$ cat src/rtl/dp_pkg.sv
// Shared definitions for the pipelined datapath: op codes, default widths and
// the default-width issue/execute stage record.
package dp_pkg;

  localparam int DATA_W_DEF = 32;
  localparam int ADDR_W_DEF = 5;
  localparam int NREGS_DEF  = 32;
  localparam int OP_W_DEF   = 7;

  typedef logic [OP_W_DEF-1:0] op_t;

  localparam op_t OP_ADD  = 7'd0;
  localparam op_t OP_SUB  = 7'd1;
  localparam op_t OP_AND  = 7'd2;
  localparam op_t OP_OR   = 7'd3;
  localparam op_t OP_XOR  = 7'd4;
  localparam op_t OP_SLL  = 7'd5;
  localparam op_t OP_SRL  = 7'd6;
  localparam op_t OP_SRA  = 7'd7;
  localparam op_t OP_SLT  = 7'd8;
  localparam op_t OP_SLTU = 7'd9;

  // Stage record at default widths; the top builds the same shape from its parameters.
  typedef struct packed {
    logic                  valid;
    op_t                   op;
    logic [DATA_W_DEF-1:0] a;
    logic [DATA_W_DEF-1:0] b;
    logic [DATA_W_DEF-1:0] immed;
    logic                  y_sel;
    logic [ADDR_W_DEF-1:0] addr_d;
    logic                  write;
  } stage_t;

endpackage

$ cat src/rtl/dp_alu.sv
// Combinational ALU for the pipelined datapath; unknown op codes yield zero.
module dp_alu
  import dp_pkg::*;
#(
  parameter int DATA_W = DATA_W_DEF,
  parameter int OP_W   = OP_W_DEF
) (
  input  logic [OP_W-1:0]   op,
  input  logic [DATA_W-1:0] a,
  input  logic [DATA_W-1:0] b,
  output logic [DATA_W-1:0] result
);

  localparam int SH_W = $clog2(DATA_W);

  logic [SH_W-1:0] shamt;

  assign shamt = b[SH_W-1:0];

  always_comb begin
    result = '0;
    case (op)
      OP_W'(OP_ADD):  result = a + b;
      OP_W'(OP_SUB):  result = a - b;
      OP_W'(OP_AND):  result = a & b;
      OP_W'(OP_OR):   result = a | b;
      OP_W'(OP_XOR):  result = a ^ b;
      OP_W'(OP_SLL):  result = a << shamt;
      OP_W'(OP_SRL):  result = a >> shamt;
      OP_W'(OP_SRA):  result = $signed(a) >>> shamt;
      OP_W'(OP_SLT):  result[0] = $signed(a) < $signed(b);
      OP_W'(OP_SLTU): result[0] = a < b;
      default:        result = '0;
    endcase
  end

endmodule

$ cat src/rtl/pipelined_datapath.sv
// 3-stage register-file + ALU datapath (issue, execute, writeback).
// PIPELINED_DATAPATH_BYPASS_EN selects forwarding; otherwise RAW hazards stall issue.
module pipelined_datapath
  import dp_pkg::*;
#(
  parameter int DATA_W = DATA_W_DEF,
  parameter int NREGS  = NREGS_DEF,
  parameter int ADDR_W = ADDR_W_DEF,
  parameter int OP_W   = OP_W_DEF
) (
  input  logic              clk,
  input  logic              rst_n,
  input  logic              in_valid,
  output logic              in_ready,
  input  logic [OP_W-1:0]   op,
  input  logic [ADDR_W-1:0] addr_a,
  input  logic [ADDR_W-1:0] addr_b,
  input  logic [ADDR_W-1:0] addr_d,
  input  logic [DATA_W-1:0] immed,
  input  logic              y_sel,
  input  logic              write,
  output logic [DATA_W-1:0] a_out,
  output logic [DATA_W-1:0] b_out,
  output logic [DATA_W-1:0] w_out,
  output logic              out_valid,
  output logic [ADDR_W-1:0] out_addr_d,
  output logic              out_write
);

  // Handshake: an op transfers on a rising edge where in_valid && in_ready;
  // in_valid is never required to wait on in_ready, and out_valid has no ready.

  typedef struct packed {
    logic              valid;
    logic [OP_W-1:0]   op;
    logic [DATA_W-1:0] a;
    logic [DATA_W-1:0] b;
    logic [DATA_W-1:0] immed;
    logic              y_sel;
    logic [ADDR_W-1:0] addr_d;
    logic              write;
  } ex_stage_t;

  logic [DATA_W-1:0] regs [NREGS];
  ex_stage_t         ex_q;
  logic [DATA_W-1:0] ex_result;
  logic [DATA_W-1:0] rf_a, rf_b;
  logic [DATA_W-1:0] opnd_a, opnd_b;
  logic              ex_hit_a, ex_hit_b, wb_hit_a, wb_hit_b;
  logic              fire;

  // Address 0 and addresses beyond the file are hard-wired zero and never written.
  function automatic logic live_addr(input logic [ADDR_W-1:0] addr);
    return (addr != '0) && (int'(addr) < NREGS);
  endfunction

  always_comb begin
    rf_a = '0;
    rf_b = '0;
    if (live_addr(addr_a)) rf_a = regs[addr_a];
    if (live_addr(addr_b)) rf_b = regs[addr_b];
  end

  assign ex_hit_a = ex_q.valid && ex_q.write && live_addr(ex_q.addr_d) && (ex_q.addr_d == addr_a);
  assign ex_hit_b = ex_q.valid && ex_q.write && live_addr(ex_q.addr_d) && (ex_q.addr_d == addr_b);
  assign wb_hit_a = out_valid && out_write && live_addr(out_addr_d) && (out_addr_d == addr_a);
  assign wb_hit_b = out_valid && out_write && live_addr(out_addr_d) && (out_addr_d == addr_b);

`ifdef PIPELINED_DATAPATH_BYPASS_EN
  // Youngest producer wins: EX result, then the value sitting in WB, then the file.
  always_comb begin
    opnd_a = rf_a;
    opnd_b = rf_b;
    if (ex_hit_a)      opnd_a = ex_result;
    else if (wb_hit_a) opnd_a = w_out;
    if (ex_hit_b)      opnd_b = ex_result;
    else if (wb_hit_b) opnd_b = w_out;
  end

  assign in_ready = rst_n;
`else
  logic hazard;

  // The file is not write-through, so a producer in WB still blocks until its edge.
  assign hazard   = in_valid && (ex_hit_a || ex_hit_b || wb_hit_a || wb_hit_b);
  assign opnd_a   = rf_a;
  assign opnd_b   = rf_b;
  assign in_ready = rst_n && !hazard;
`endif

  assign fire = in_valid && in_ready;

  dp_alu #(
    .DATA_W (DATA_W),
    .OP_W   (OP_W)
  ) u_alu (
    .op     (ex_q.op),
    .a      (ex_q.a),
    .b      (ex_q.y_sel ? ex_q.b : ex_q.immed),
    .result (ex_result)
  );

  always_ff @(posedge clk) begin
    if (!rst_n) begin
      for (int i = 0; i < NREGS; i++) regs[i] <= '0;
      ex_q       <= '0;
      out_valid  <= 1'b0;
      a_out      <= '0;
      b_out      <= '0;
      w_out      <= '0;
      out_addr_d <= '0;
      out_write  <= 1'b0;
    end else begin
      if (out_valid && out_write && live_addr(out_addr_d)) regs[out_addr_d] <= w_out;

      ex_q.valid <= fire;
      if (fire) begin
        ex_q.op     <= op;
        ex_q.a      <= opnd_a;
        ex_q.b      <= opnd_b;
        ex_q.immed  <= immed;
        ex_q.y_sel  <= y_sel;
        ex_q.addr_d <= addr_d;
        ex_q.write  <= write;
      end

      out_valid <= ex_q.valid;
      if (ex_q.valid) begin
        a_out      <= ex_q.a;
        b_out      <= ex_q.b;
        w_out      <= ex_result;
        out_addr_d <= ex_q.addr_d;
        out_write  <= ex_q.write;
      end
    end
  end

endmodule

$ cat config.mk
export PLATFORM = sky130hd
export DESIGN_NAME = pipelined_datapath
export DESIGN_NICKNAME = d
export VERILOG_FILES = /design/src/rtl/dp_pkg.sv /design/src/rtl/dp_alu.sv /design/src/rtl/pipelined_datapath.sv
export SDC_FILE = /design/constraint.sdc
export NUM_CORES = 2
export LEC_CHECK = 0
export CAP_MARGIN = 20
export CORE_MARGIN = 3
export CORE_UTILIZATION = 35
export DETAILED_ROUTE_END_ITERATION = 7
export PLACE_DENSITY = 0.58
export RECOVER_POWER = 25
export SYNTH_ARGS = -nofsm -noshare
export SYNTH_HDL_FRONTEND = slang
export SYNTH_HIERARCHICAL = 1
export SYNTH_SLANG_ARGS = --single-unit
$ cat constraint.sdc
create_clock -name clk -period 5.22 [get_ports clk]
set_clock_uncertainty 0.2 [all_clocks]
set_input_delay 1.044 -clock clk [delete_from_list [all_inputs] [get_ports clk]]
set_output_delay 1.044 -clock clk [all_outputs]
set_load 0.02 [all_outputs]
==> reports/results.txt <==
Run status: finished, violations left
Failing checks: capacitance limit, slew limit
RSZ-0062 raised after global routing: no
Total GRT Usage: 24.0%
Adder-Cell Fraction of Synth Area: 1.87%
Top-Level Pins: 163
Fraction of registers with async set or reset after synthesis: 0%
Drt wl/cell: 30.9 um
Yosys reg bits: 1238
Delay of the slowest critical-path stage: 530 ps
Worst Setup EP: w_out[0]
Yosys top cell by area: edfxtp_1
Seq/Total Area, Yosys: 48.9%
CP required: 5580 ps
Clock Root Buffer: clkbuf_16
R2R depth: 15
Final WL: 258000 um
Min-Delay Path Class: reg2reg
Gp weighted congestion: 0.954
Pin count of the biggest net entering global routing: 98
Die Y: 458 um
Util after Layout: 40.0%
Hpwl dp: 167000 um
Worst slew pin tran: 3460 ps
Die ar.: 210000 sq um
Compound-Gate Fraction of Synth Area: 7.71%
Worst path slowest cell: dfxtp_2
Clock transition at the registers of the reported paths: 60 ps
Post-CTS Setup Inserts: 0
Internal reg-to-reg setup slack: 300 ps
Mux share of post-synthesis cell area: 23.8%
Grt total ovfl: 0
Max IR drop VDD: 0.285 mV
Fin. Hold Viols: 0
Post-Synth XOR/XNOR Area: 0.587%
Max-cap violation count: 20
Pleak: 29.1 nW
Setup crit end kind: register
Most frequent cell after synthesis: edfxtp_1
Syn avg cell area: 12.9 sq um
Critical-path cell list: buf_12 -> mux2_2 -> inv_1 -> ha_1 -> or3_1 -> o221ai_2 -> a21oi_1 -> a31oi_2 -> o211ai_2 -> a211oi_2 -> o21bai_1 -> a211oi_1 -> o21ai_0 -> mux2i_1 -> nor2_1
DRC: 0
Critical path class: reg2reg
Initial antenna violation count: 16
Netlist Area Pre-Place: 71600 sq um
CTS tree: done
TritonRoute pass-1 iters: 6
Largest family of logic cells by synthesized area: multiplexers
FF-to-FF End: w_out[0]
Simple-gate share of the synthesized area: 12.9%
Top_reg_cell synth: edfxtp_1
EDFF count, synth: 1024
Iteration-0 DRC Markers: 6095
Final setup violation count: 0
Vias in the first global route: 49300
Clk_lat worst skew: 800 ps
Via Count: 49300
# resized after CTS: 0
Wire length on met3: 22700 um
Die width: 458 um
Area growth syn-to-layout: 13.4%
FF-to-FF Start: ex_q[6]
Warnings from Yosys: 6
Core area: 203000 sq um
TritonCTS Buffers: 140
Area fraction of the dominant cell type after synthesis: 42.9%
Fmax achieved: 203 MHz
Cell count after synthesis: 5553
Met1 WL: 105000 um
Final period util: 94.2%
Min cycle time layout: 4920 ps
Detail Route Antenna Nets: 0
Clk buf depth: 3
Metal2 WL: 122000 um
Library cells used by synthesis: 94
Nets: 5744
CTS HTree Levels: 4
First-pass GRT wire length: 366000 um
Avg Vias per Cell: 5.89
Setup TNS: 0 ps
Rel. slew slack: -131%
Layout cells sized above 1: 22.0%
PwrDens: 316 nW/um^2
Slew Viols, Final: 628
FP Rows: 165
Crit start category: register
Port Buffers: 162
CP max FO: 18
Clock sinks: 1238
Hold bufs inserted after CTS: 0
Starting Density: 35.3%
Crit path from: ex_q[6]
Top post-synthesis cells by area: edfxtp_1 43%, mux4_2 16%, and2_1 8.7%
Arrival time at the worst endpoint: 5280 ps
DR top layer: met5
Most frequent cells after synthesis: 1024 x edfxtp_1, 1000 x and2_1, 516 x mux4_2, 343 x mux2i_1, 323 x clkbuf_1
cells by family (layout without fill, tap and decap cells):
group | after synthesis | after routing
fa+ha+maj | 106 | 106
compound gates | 740 | 740
flops | 1238 | 1238
mux | 1032 | 1032
xor+xnor | 48 | 48
buf+inv | 693 | 801
other cells | 1 | 33
simple gates | 1695 | 1695
worst min-delay path by stage:
stage	start	endpoint	slack (ps)	depth (start not counted)
finish	ex_q[10]	ex_q[10]	260	2
global route	ex_q[10]	ex_q[10]	290	2
CTS	ex_q[10]	ex_q[10]	260	2
detailed placement	ex_q[10]	ex_q[10]	260	2
global placement	ex_q[36]	ex_q[36]	250	2
floorplan	ex_q[104]	ex_q[104]	230	2
routing by layer:
layer  track usage, %  vias to the layer above
met4             7.63                        6
met5                0                        -
li1                 -                    20900
met2             39.0                     2408
met1             32.3                    25600
met3             4.93                      462
placed cells by master, fill, tap and decap left out, drive strengths merged, types with 9 or more instances in the layout:
cell / instances
a211oi: 31
a21o: 15
a21oi: 147
a22oi: 82
a31oi: 15
and2: 1001
buf: 220
bufinv: 11
clkbuf: 209
clkdlybuf4s50: 155
clkinv: 52
conb: 32
dfxtp: 214
edfxtp: 1024
ha: 104
inv: 151
mux2: 171
mux2i: 344
mux4: 517
nand2: 229
nand2b: 13
nand3: 25
nor2: 323
nor2b: 11
nor3: 33
nor4: 11
o211ai: 31
o21ai: 167
o21bai: 11
o221ai: 84
o22ai: 15
o31ai: 9
o32ai: 65
or3: 13
xnor2: 24
xor2: 24
report_power, final:
| group | switching (mW) | total, mW | leakage, nW | internal (mW) |
|---|---|---|---|---|
| logic | 2.71 | 4.34 | 14.6 | 1.62 |
| clock network | 4.27 | 9.94 | 2.20 | 5.67 |
| registers | 0.301 | 11.4 | 12.3 | 11.1 |
per-stage QoR:
stage | hold WS [ps] | instances | power (mW) | instance area (sq um) | setup slack, ps
after CTS | 265 | 8364 | 25.7 | 81400 | 362
after detailed placement | 257 | 8109 | 15.8 | 76800 | 388
final | 264 | 8365 | 25.6 | 81200 | 301
after global routing | 288 | 8364 | 26.4 | 81200 | 116
after global placement | 251 | 8108 | 15.8 | 76800 | 426
after floorplan | 235 | 5584 | 14.2 | 71700 | 124
worst max-delay path: cells and delay by family, from the launching register on:
kind,cells,cell delay (ps)
compound gates,8,2170
mux,2,650
flops,1,530
simple gates,2,470
buf+inv,2,340
fa+ha+maj,1,330
cell type report:
cell class              count  area (sq um)
repair buffers            401          3620
inverters                 145           549
flip-flops and latches   1238         35000
clock buffers             183          3760
multi-input cells        3653         34100
well taps                2672          3340
fillers                 18900        122000
diodes                      1          2.50
clock inverters            72           798
flip-flops by register name, summed over array words and instances, names as in the netlist:
signal,count
regs,1024
out_valid,1
a_out,32
out_addr_d,5
out_write,1
ex_q,111
b_out,32
w_out,32
Power figures use the tool's default switching activity.
